<file path="config.mk">
export PLATFORM = sky130hd
export DESIGN_NAME = sipo_reg
export DESIGN_NICKNAME = d
export VERILOG_FILES = /design/src/rtl/sipo_reg.sv
export SDC_FILE = /design/constraint.sdc
export NUM_CORES = 1
export LEC_CHECK = 0
export CORE_MARGIN = 2
export CORE_UTILIZATION = 57
export DETAILED_ROUTE_END_ITERATION = 8
export DONT_BUFFER_PORTS = 1
export GPL_TIMING_DRIVEN = 0
export MAX_ROUTING_LAYER = met4
export PLACE_DENSITY = 0.82
export REMOVE_ABC_BUFFERS = 1
export SLEW_MARGIN = 15
export SYNTH_ARGS = -nofsm -noshare
export SYNTH_HDL_FRONTEND = slang
export SYNTH_SLANG_ARGS = --single-unit
</file>
<file path="constraint.sdc">
create_clock -name reg_clk -period 1.25 [get_ports reg_clk]
set_clock_uncertainty 0.2 [all_clocks]
set_input_delay 0 -clock reg_clk [delete_from_list [all_inputs] [get_ports reg_clk]]
set_output_delay 0 -clock reg_clk [all_outputs]
set_load 0.02 [all_outputs]
</file>
<file path="src/rtl/sipo_reg.sv">
// Serial-in/parallel-out register for the UART RX path: shifts LSB-first, presents the word on load.
// Optional SIPO_CNT_EN adds a saturating shift counter and a frame_full flag.
module sipo_reg #(
    parameter  int WIDTH = 9,
    localparam int CW    = $clog2(WIDTH + 1)
) (
    input  logic             reg_clk,
    input  logic             reg_rst_n,
    input  logic             load,
    input  logic             shift,
    input  logic             serial_data_in,
    output logic [WIDTH-1:0] parallel_data_out,
    output logic             out_valid
`ifdef SIPO_CNT_EN
    ,
    output logic [CW-1:0]    shift_cnt,
    output logic             frame_full
`endif
);

    logic [WIDTH-1:0] sreg_q, sreg_d;
    logic [WIDTH-1:0] pdo_q;
    logic             vld_q;

    // Newest bit enters at the MSB so the first bit received ends up in bit 0.
    always_comb begin
        sreg_d            = sreg_q >> 1;
        sreg_d[WIDTH-1]   = serial_data_in;
    end

    always_ff @(posedge reg_clk or negedge reg_rst_n) begin
        if (!reg_rst_n) begin
            sreg_q <= '0;
            pdo_q  <= '0;
            vld_q  <= 1'b0;
        end else begin
            vld_q <= load;
            if (load)
                pdo_q <= sreg_q;
            else if (shift)
                sreg_q <= sreg_d;
        end
    end

    assign parallel_data_out = pdo_q;
    assign out_valid         = vld_q;

`ifdef SIPO_CNT_EN
    logic [CW-1:0] cnt_q;

    always_ff @(posedge reg_clk or negedge reg_rst_n) begin
        if (!reg_rst_n)
            cnt_q <= '0;
        else if (load)
            cnt_q <= '0;
        else if (shift && (cnt_q != CW'(WIDTH)))
            cnt_q <= cnt_q + CW'(1);
    end

    assign shift_cnt  = cnt_q;
    assign frame_full = (cnt_q == CW'(WIDTH));
`endif

endmodule

</file>
; ---- Word level (Yosys, flattened, before mapping)
; Index checks and enable logic that the tools add are counted.
[totals]
ram_bits = 0
mem_bits_ro = 0
output_inout_bits = 10
word_cells = 5
in_bits = 5
latchBits = 0
register_bits = 19
n_memories = 0
[classes]
n_reduce_logical = 1
muxes = 0
div = 0
n_addsub = 0
bitwise = 1
shift = 0
n_lt_le_gt_ge = 0
mul = 0
eq_ne = 0
[ops]
columns = op, n
row1 = AND reduction 2 bit, 1
row2 = inverter 1 bit, 1

; ---- Longest topological paths before layout
; Gate-level depths: netlist of the first run.
[logic_depth]
word_depth = 2
ltp_mapped = 4
depth_no_buf = 2

; ---- Worst setup path before layout of the first run
; Ideal clock, no wire load.
[synth_timing]
kind = register -> register
start = reg, netlist name parallel_data_out[0]
end = reg pdo_q[0] (netlist: parallel_data_out[0])
arrival_time_ns = 0.701
path_slack_ns = 0.224
n_path_buf = 0
synth_period_minus_slack_ns = 1.026
setup_ns = 0.125
path_stages_with_launch = 2
required_ns = 0.925
path_cell_list = dfrtp_1 > mux2_2
[synth_rtl]
columns = item, line_no
row1 = "end signal, assigned", 39  ; pdo_q <= sreg_q;
row2 = "end, declared", 22  ; logic [WIDTH-1:0] pdo_q;

; ---- Worst setup path after layout of the first run
[layout_timing]
start = in shift
end = reg sreg_q[0]
[layout_between]
elab_chain_len = 1
[layout_lines]
columns = item, line_no
row1 = "start, declared", 10  ; input logic shift,
row2 = AND reduction 2 bit (no line), n/a
row3 = "end signal, assigned", 41  ; sreg_q <= sreg_d;
row4 = "end, declared", 21  ; logic [WIDTH-1:0] sreg_q, sreg_d;
; Every way passes these cells.
; A chain may end at the register's enable or synchronous reset.

==> results of run 1 <==
[how the worst max path moves through the flow]
stage	from	end	depth (start not counted)	slack (ps)
6_report	shift	sreg_q[0]	3	130
5_1_grt	shift	sreg_q[0]	3	130
4_1_cts	shift	sreg_q[0]	3	130
3_5_place_dp	parallel_data_out[4]	parallel_data_out[4]	1	170
3_3_place_gp	parallel_data_out[5]	parallel_data_out[5]	1	200
2_1_floorplan	parallel_data_out[0]	parallel_data_out[0]	1	220
[cell type report]
type | instances | area share [%]
well taps | 15 | 2.34
clock buffers | 4 | 3.28
multi-input cells | 19 | 31.3
flip-flops and latches | 19 | 59.4
repair buffers | 3 | 3.75
[through the flow]
step	util, %	cells
after floorplan	-	38
after global placement	58.7	53
after detailed placement	58.7	53
after CTS	63.1	60
after global routing	63.1	60
final	63.1	60
[layer usage]
layer  global-route usage [%]  vias to the layer above
met4                     5.00                        0
li1                         -                      147
met3                     7.78                        2
met1                     19.2                      175
met5                        -                        -
met2                     27.0                       12
[logic make-up (layout without fill, tap and decap cells)]
logic type             Yosys count  after routing  synth area share, %
buffers and inverters            2              7                 3.01
flip-flops                      19             19                 63.5
multiplexers                    18             18                 31.6
AND/OR/NAND/NOR                  1              1                 1.84
[synthesized netlist by cell type]
master / n
dfrtp_1: 19
mux2_2: 9
mux2_4: 9
buf_6: 2
nand2b_4: 1
[critical path, stage by stage]
cell	delay (ps)
dlygate4sd3_1	570
nand2b_4	190
mux2_4	320
[power by group through the flow]
stage	Combinational [mW]	Clock [mW]	Sequential [mW]
final	0.349	0.292	1.18
after global placement	0.309	0	1.18
after detailed placement	0.334	0	1.20
after global routing	0.379	0.334	1.22
after CTS	0.355	0.296	1.19
after floorplan	0.299	0	1.14
[placed cells by master (no fill, tap or decap), drive strengths merged]
cell | netlist | layout
dfrtp | 19 | 19
mux2 | 18 | 18
clkbuf | 0 | 4
dlygate4sd3 | 0 | 3
nand2b | 1 | 1
[sequential cells by signal, indices dropped and copies added, names as in the netlist]
signal,flops
out_valid,1
parallel_data_out,9
sreg_q,9
==> flow_summary.ini, run 1 <==
[final_layout]
antenna_cells = 0
post_route_cells_drive_above_1_share_pct = 48.9
layout.nets = 51
num-fill-cells = 93
syn_to_final_growth_pct = 7.02
multi_input_area_um2 = 250
ff_latch_area_um2 = 475
fin_area_um2 = 801

[logic_synthesis]
synth_top_area_share_pct = 63.5
synthCells = 40
syn_area_um2 = 748
yosysWarnings = 0
synth_area_per_cell_um2 = 18.7
ys_seq_area_share_pct = 63.5
ys_ff_latch = 19
synth.distinct_cells = 5
netlist_top_cells_area = dfrtp_1, mux2_4, mux2_2
synth_top_area_cell = dfrtp_1

[drt]
dr_wl_met2_um = 539
firstDrtPassIters = 2
routed.top_layer = met4
drt-total-wl_um = 1020
wl_per_cell_um = 17.1
wl_met3_um = 80
m1WireLength_um = 395
drtIter0Drc = 2
vias = 336
ant_nets = 0
via_per_inst = 5.60
drc = 0

[cts]
cts_sinks = 19
clock_latency_ps = 280
cts.htree.levels = 1
path_clk_slew_ps = 100
cts_resized = 0
post_cts_buffers = 0
cts_root_buf = clkbuf_4
hold_buffers = 3
cts_tree = built
clk_path_buf_depth = 2
cts_inserted_buffers = 3

[critical_path]
critPathCaptureType = flip-flop
r2r-end = parallel_data_out[4]
r2r_slack_ps = 170
r2r_cells = 1
path_max_fanout = 9
crit_type = in -> reg
crit_arrival_ps = 1090
timing.rr.start = parallel_data_out[4]
start_kind = input pin
cp.required_ps = 1220

[power_and_ir_drop]
power_frac_clock_pct = 16.0
vdd.ir_drop.worst_mv = 0.984
p_sw_mw = 0.585
seqPwrFrac_pct = 64.8
finalPower_mw = 1.82
netSwitchingFraction_pct = 32.1
intPower_mw = 1.24
powerDensity_nw_per_um2 = 2280
p_leak_nw = 0.382
p_comb_share_pct = 19.2

[status]
violations = negative hold slack
status = finished with violations

[floorplan]
start_util_pct = 59.0
num_rows = 13
die_h_um = 40.2
core_area_um2 = 1270
die_w_um = 40.2
die_area_um2 = 1620
ios = 15

[global_routing]
grt_max_degree = 20
grt_pass1_vias = 365
grt_pass1_wl_um = 1670
antenna_found_initial = 0
grt_usage_pct = 17.0
overflow = 0

[timing]
slew_headroom_pct = 47.7
worst_pin_slew_ps = 782
hold_viol = 19
slew_violations = 0
hold_ws_ps = -464
rsz0062_at_grt = no
period_needed_ps = 1120
fin_crit_sh_pct = 89.3
fmax_mhz = 896
final.setup.worst_slack_ps = 134
fin_setup_tns_ps = 0
final-setup-viol-count = 0

[place]
placed_area_um2 = 744
dpl_worst_slack_ps = 173
gp_congestion = 0.632
port_buffers = 0

[hold_path]
hold_path_class = in -> reg
hold_path_depth = 0
min_to = out_valid
hold_path_startpoint = load

[run]
cap_violations = 0
Power figures use the tool's default switching activity.
==> run 2, diff against run 1 <==
--- a/config.mk
+++ b/config.mk
@@ -5,13 +5,15 @@
 export SDC_FILE = /design/constraint.sdc
 export NUM_CORES = 1
 export LEC_CHECK = 0
+export ABC_AREA = 1
 export CORE_MARGIN = 2
-export CORE_UTILIZATION = 57
+export CORE_UTILIZATION = 52
 export DETAILED_ROUTE_END_ITERATION = 8
 export DONT_BUFFER_PORTS = 1
 export GPL_TIMING_DRIVEN = 0
 export MAX_ROUTING_LAYER = met4
-export PLACE_DENSITY = 0.82
+export PLACE_DENSITY = 0.8
+export RECOVER_POWER = 100
 export REMOVE_ABC_BUFFERS = 1
 export SLEW_MARGIN = 15
 export SYNTH_ARGS = -nofsm -noshare
==> constraint.sdc (replaced) <==
create_clock -name reg_clk -period 0.9 [get_ports reg_clk]
set_clock_uncertainty 0.2 [all_clocks]
set_input_delay 0 -clock reg_clk [delete_from_list [all_inputs] [get_ports reg_clk]]
set_output_delay 0 -clock reg_clk [all_outputs]
set_load 0.02 [all_outputs]
==> run 2 against run 1 <==
  * The flow finishes with violations (negative hold slack, negative setup slack)
  * Critical path depth down 3
  * First-iteration DRC count rose to 6.0 times the previous value
  * Non-clock buffer count down 2
  * Combinational power down 54%
  * Critical endpoint is now parallel_data_out[3]
  * Highest routed layer unchanged
==> flow_summary.ini, run 2 <==
[final_layout]
final_util_pct = 59.5
layout.nets = 86
post_route_cells_drive_above_1_share_pct = 20.0
final_cell_mix = nand2_1, dfrtp_2, dfrtp_1, nand3_1, clkbuf_4
antenna_cells = 0
num-fill-cells = 99
fin_area_um2 = 785
syn_to_final_growth_pct = 4.85
mostFrequentLayoutCell = nand2_1

[cts]
cts.htree.levels = 1
hold_buffers = 1
cts_inserted_buffers = 3
cts_root_buf = clkbuf_4
cts_tree = built
clk_path_buf_depth = 2
clock_latency_ps = 290
cts_sinks = 19
path_clk_slew_ps = 100

[logic_synthesis]
yosys.area_share.simple_pct = 30.8
ys_seq_area_share_pct = 63.5
synth_edf_count = 0
yosysWarnings = 0
async_reset_ff_share_pct = 100
netlist_top_cells_area = dfrtp_1, nand2_1, nand3_1
synthCells = 78
synth_area_per_cell_um2 = 9.59
synth.distinct_cells = 9
syn_area_um2 = 748
synth_top_area_share_pct = 63.5
synth_compound_gate_area_share_pct = 0
synth-xor-area-share_pct = 0
synth_top_family_by_area = simple AND/OR/NAND/NOR gates
yosysMostFrequentCell = nand2_1
ys_ff_latch = 19
synth_top_area_cell = dfrtp_1
synthMuxAreaShare_pct = 0
synth_commonest_cells = nand2_1, dfrtp_1, nand3_1
synthAdderAreaFrac_pct = 0
synthFlopType = dfrtp_1

[global_routing]
antenna_found_initial = 0
grt_max_degree = 20
overflow = 0
grt_usage_pct = 15.6
grt_pass1_wl_um = 2040
grt_pass1_vias = 449

[power_and_ir_drop]
p_leak_nw = 0.418
vdd.ir_drop.worst_mv = 1.25
powerDensity_nw_per_um2 = 2310

[drt]
drtIter0Drc = 12
wl_per_cell_um = 12.1
drc = 0
ant_nets = 0
vias = 500
via_per_inst = 5.26
drt-total-wl_um = 1150
firstDrtPassIters = 4

[floorplan]
core_area_um2 = 1320
num_rows = 13
die_w_um = 41.9
ios = 15
die_area_um2 = 1760
start_util_pct = 56.8
die_h_um = 41.9

[place]
dp_hpwl_um = 744
gp_congestion = 0.736
port_buffers = 0
dpl_worst_slack_ps = -12.9
placed_area_um2 = 736

[timing]
final-setup-viol-count = 10
period_needed_ps = 957
hold_ws_ps = -810
hold_viol = 38
slew_headroom_pct = 91.0
fin_crit_sh_pct = 106
final.setup.worst_slack_ps = -56.5
rsz0062_at_grt = yes
fmax_mhz = 1050
worst_pin_slew_ps = 135
slew_violations = 0

[critical_path]
crit_type = reg -> out
start_kind = flip-flop
cp.required_ps = 700
crit_arrival_ps = 760
path_max_fanout = 2
critPathCaptureType = output pin

[status]
violations = negative hold slack, negative setup slack
status = finished with violations

[hold_path]
hold_path_class = in -> async

[run]
cap_violations = 0
run 2: changes by cell type after synthesis, sizes merged:
cell / delta
inv: +1
buf: +1
mux2: -18
nand2: +46
nand3: +9
nand2b: -1
run 2: metal layers:
metal | global-route usage [%] | share of wire, %
met1 | 20.3 | 50
met2 | 23.4 | 42
met3 | 4.35 | 7.3
met4 | 5.81 | 0.61
met5 | - | 0
run 2: worst paths after layout:
kind,depth (start not counted),slack (ps),to,startpoint
hold reg to reg,2,290,sreg_q[0],sreg_q[0]
min in group reg_clk,0,-470,out_valid,load
max in group asynchronous,0,1230,parallel_data_out[1],reg_rst_n
setup / recovery,0,-60,parallel_data_out[3],parallel_data_out[3]
setup reg to reg,2,10,parallel_data_out[3],parallel_data_out[3]
hold / removal,0,-810,parallel_data_out[4],reg_rst_n
run 2: area by class of cell:
class | instances | area, um2 | area share [%]
Clock buffer | 4 | 26.3 | 3.35
Inverter | 1 | 11.3 | 1.44
Tap cell | 15 | 18.8 | 2.39
Sequential cell | 19 | 488 | 62.2
Timing Repair Buffer | 1 | 10.0 | 1.28
Multi-Input combinational cell | 55 | 230 | 29.3
run 2: logic make-up after synthesis:
group                  Yosys count
flip-flops                      19
AND/OR/NAND/NOR                 55
buffers and inverters            4
run 2: timing repair:
item / CTS / global route
resized for setup: 9 / 1
pin swaps: 1 / 7
endpoints found under the setup margin: 19 / 20
hold endpoints to repair: 38 / 38
buffers inserted: 0 / 0
run 2: power by group:
group	switching (mW)	internal (mW)	leakage (nW)
clock network	0.250	0.172	0.0150
registers	0.204	1.02	0.236
logic	0.0898	0.0724	0.168
total	0.544	1.27	0.418
run 2: stage by stage:
| step | TNS, ps | std cells | power, mW |
|---|---|---|---|
| 3_5_place_dp | -29.2 | 90 | 1.39 |
| 4_1_cts | -564 | 95 | 1.82 |
| 6_report | -526 | 95 | 1.81 |
| 3_3_place_gp | 0 | 90 | 1.37 |
| 2_1_floorplan | 0 | 75 | 1.34 |
| 5_1_grt | -855 | 95 | 1.91 |
==> run 3, diff against run 2 <==
--- a/config.mk
+++ b/config.mk
@@ -6,13 +6,13 @@
 export NUM_CORES = 1
 export LEC_CHECK = 0
 export ABC_AREA = 1
-export CORE_MARGIN = 2
-export CORE_UTILIZATION = 52
+export CORE_AREA = 2 2 39 41
 export DETAILED_ROUTE_END_ITERATION = 8
+export DIE_AREA = 0 0 41 43
 export DONT_BUFFER_PORTS = 1
 export GPL_TIMING_DRIVEN = 0
 export MAX_ROUTING_LAYER = met4
-export PLACE_DENSITY = 0.8
+export PLACE_DENSITY = 0.82
 export RECOVER_POWER = 100
 export REMOVE_ABC_BUFFERS = 1
 export SLEW_MARGIN = 15
==> constraint.sdc (replaced) <==
create_clock -name reg_clk -period 1.23 [get_ports reg_clk]
set_clock_uncertainty 0.2 [all_clocks]
set_input_delay 0 -clock reg_clk [delete_from_list [all_inputs] [get_ports reg_clk]]
set_output_delay 0 -clock reg_clk [all_outputs]
set_load 0.02 [all_outputs]
==> run 3 against run 2 <==
  * Global-route usage grew 2.1 points
  * Sequential power shrank 28%
  * Worst hold slack gained 340 ps
  * Highest routed layer unchanged
  * Final area grew 1.1%
  * First-iteration DRC count grew 8.3%
  * Core utilization shrank 2.2 points
  * Clock-buffer cell count is the same
  * Clock power shrank 28%
  * Critical path depth grew 4
  * Register-to-register slack gained 290 ps
  * Via count grew 2.0%
  * Die area grew 0.28%
  * The run ends with negative hold slack left
==> flow_summary.ini, run 3 (synthesis results as in run 2) <==
[status]
status = finished with violations
violations = negative hold slack

[drt]
drtIter0Drc = 13
firstDrtPassIters = 4
drt-total-wl_um = 1200
via_per_inst = 5.20
vias = 510
drc = 0
ant_nets = 0
wl_per_cell_um = 12.2

[hold_path]
hold_path_depth = 0
min_to = out_valid
hold_path_class = in -> reg
hold_path_startpoint = load

[timing]
hold_viol = 19
hold_ws_ps = -465
worst_pin_slew_ps = 830
slew_violations = 0
slew_headroom_pct = 44.5
period_needed_ps = 1120
fin_setup_tns_ps = 0
fmax_mhz = 895
final-setup-viol-count = 0
rsz0062_at_grt = no
fin_crit_sh_pct = 90.8

[global_routing]
grt_max_degree = 20
grt_pass1_vias = 462
grt_pass1_wl_um = 2000
overflow = 0
antenna_found_initial = 0
grt_usage_pct = 17.8

[final_layout]
final_cell_mix = nand2_1, dfrtp_1, nand3_1, clkbuf_4, dlygate4sd3_1
fin_area_um2 = 793
final_cell_count_no_fill = 98
layout.nets = 88
antenna_cells = 0
syn_to_final_growth_pct = 6.02
num-fill-cells = 114
mostFrequentLayoutCell = nand2_1
post_route_cells_drive_above_1_share_pct = 7.32

[cts]
cts_tree = built
clock_latency_ps = 290
cts_root_buf = clkbuf_4
cts_inserted_buffers = 3
cts_resized = 0
path_clk_slew_ps = 100
post_cts_buffers = 0
clk_path_buf_depth = 2
hold_buffers = 3
cts.htree.levels = 1
cts_sinks = 19

[critical_path]
r2r_slack_ps = 300
cp.required_ps = 1220
cpMostUsedCell = nand2_1
cp-startpoint = shift
critPathCaptureType = flip-flop
r2r_cells = 2
slowest_delay_ps = 810
start_kind = input pin
crit_arrival_ps = 1110
slowest_stage = dlygate4sd3_1
crit_type = in -> reg
timing.rr.start = parallel_data_out[8]
crit_chain = dlygate4sd3_1 > nand2_4 > nand2_1 > nand2_1
r2r-end = parallel_data_out[8]
path_max_fanout = 10

[floorplan]
ios = 15
die_w_um = 41
die_area_um2 = 1760
core_area_um2 = 1380
start_util_pct = 54.1
num_rows = 14
die_h_um = 43

[power_and_ir_drop]
p_comb_share_pct = 10.8
vdd.ir_drop.worst_mv = 0.888
seqPwrFrac_pct = 66.5
intPower_mw = 0.919
netSwitchingFraction_pct = 30.8
p_leak_nw = 0.440
power_frac_clock_pct = 22.7
powerDensity_nw_per_um2 = 1670
p_sw_mw = 0.408

[place]
dp_hpwl_um = 750
place_inst = 91
gp_congestion = 0.763
port_buffers = 0
placed_area_um2 = 737

[run]
cap_violations = 0
==> run 3: cell count changes in the layout (fill, tap and decap cells not counted), sizes merged <==
cell | previous run | this run
dlygate4sd3 | 1 | 3
==> run 3: worst max-delay path, delay by kind of cell <==
family,cells,cell delay (ps)
buf+inv,1,810
simple gates,3,300
==> run 3: cell type report <==
class	instances	area [um2]	share of cell area, %
inverters	1	11.3	1.42
flip-flops and latches	19	475	59.9
clock buffers	4	26.3	3.31
repair buffers	3	30.0	3.79
well taps	16	20.0	2.52
multi-input cells	55	230	29.0
==> run 3: how the worst max path moves through the flow <==
stage                                       to  slack, ps  cells past startpoint
after floorplan           parallel_data_out[0]        350                      2
after global placement    parallel_data_out[3]        330                      2
after detailed placement  parallel_data_out[1]        330                      2
after CTS                            sreg_q[4]        130                      4
after global routing                 sreg_q[8]         60                      1
final                                sreg_q[4]        110                      4
==> run 3: stage by stage <==
| step | worst slack (ps) | util, % | total power, mW |
|---|---|---|---|
| 2_1_floorplan | 354 | - | 0.981 |
| 3_3_place_gp | 332 | 53.3 | 1.01 |
| 3_5_place_dp | 328 | 53.3 | 1.02 |
| 4_1_cts | 125 | 57.3 | 1.34 |
| 5_1_grt | 62.3 | 57.3 | 1.41 |
| 6_report | 113 | 57.3 | 1.33 |
==> run 3: layer usage <==
metal	GRT usage (%)	vias up	wire length, um
met2	23.1	13	549
met5	-	-	0
met1	25.6	238	587
met4	12.0	0	31
met3	1.57	4	27
li1	-	255	-
==> run 3: power groups by stage <==
stage,sequential (mW),clock (mW),combinational (mW)
2_1_floorplan,0.879,0,0.102
3_3_place_gp,0.893,0,0.113
3_5_place_dp,0.896,0,0.120
4_1_cts,0.884,0.308,0.145
5_1_grt,0.903,0.342,0.170
6_report,0.883,0.302,0.143
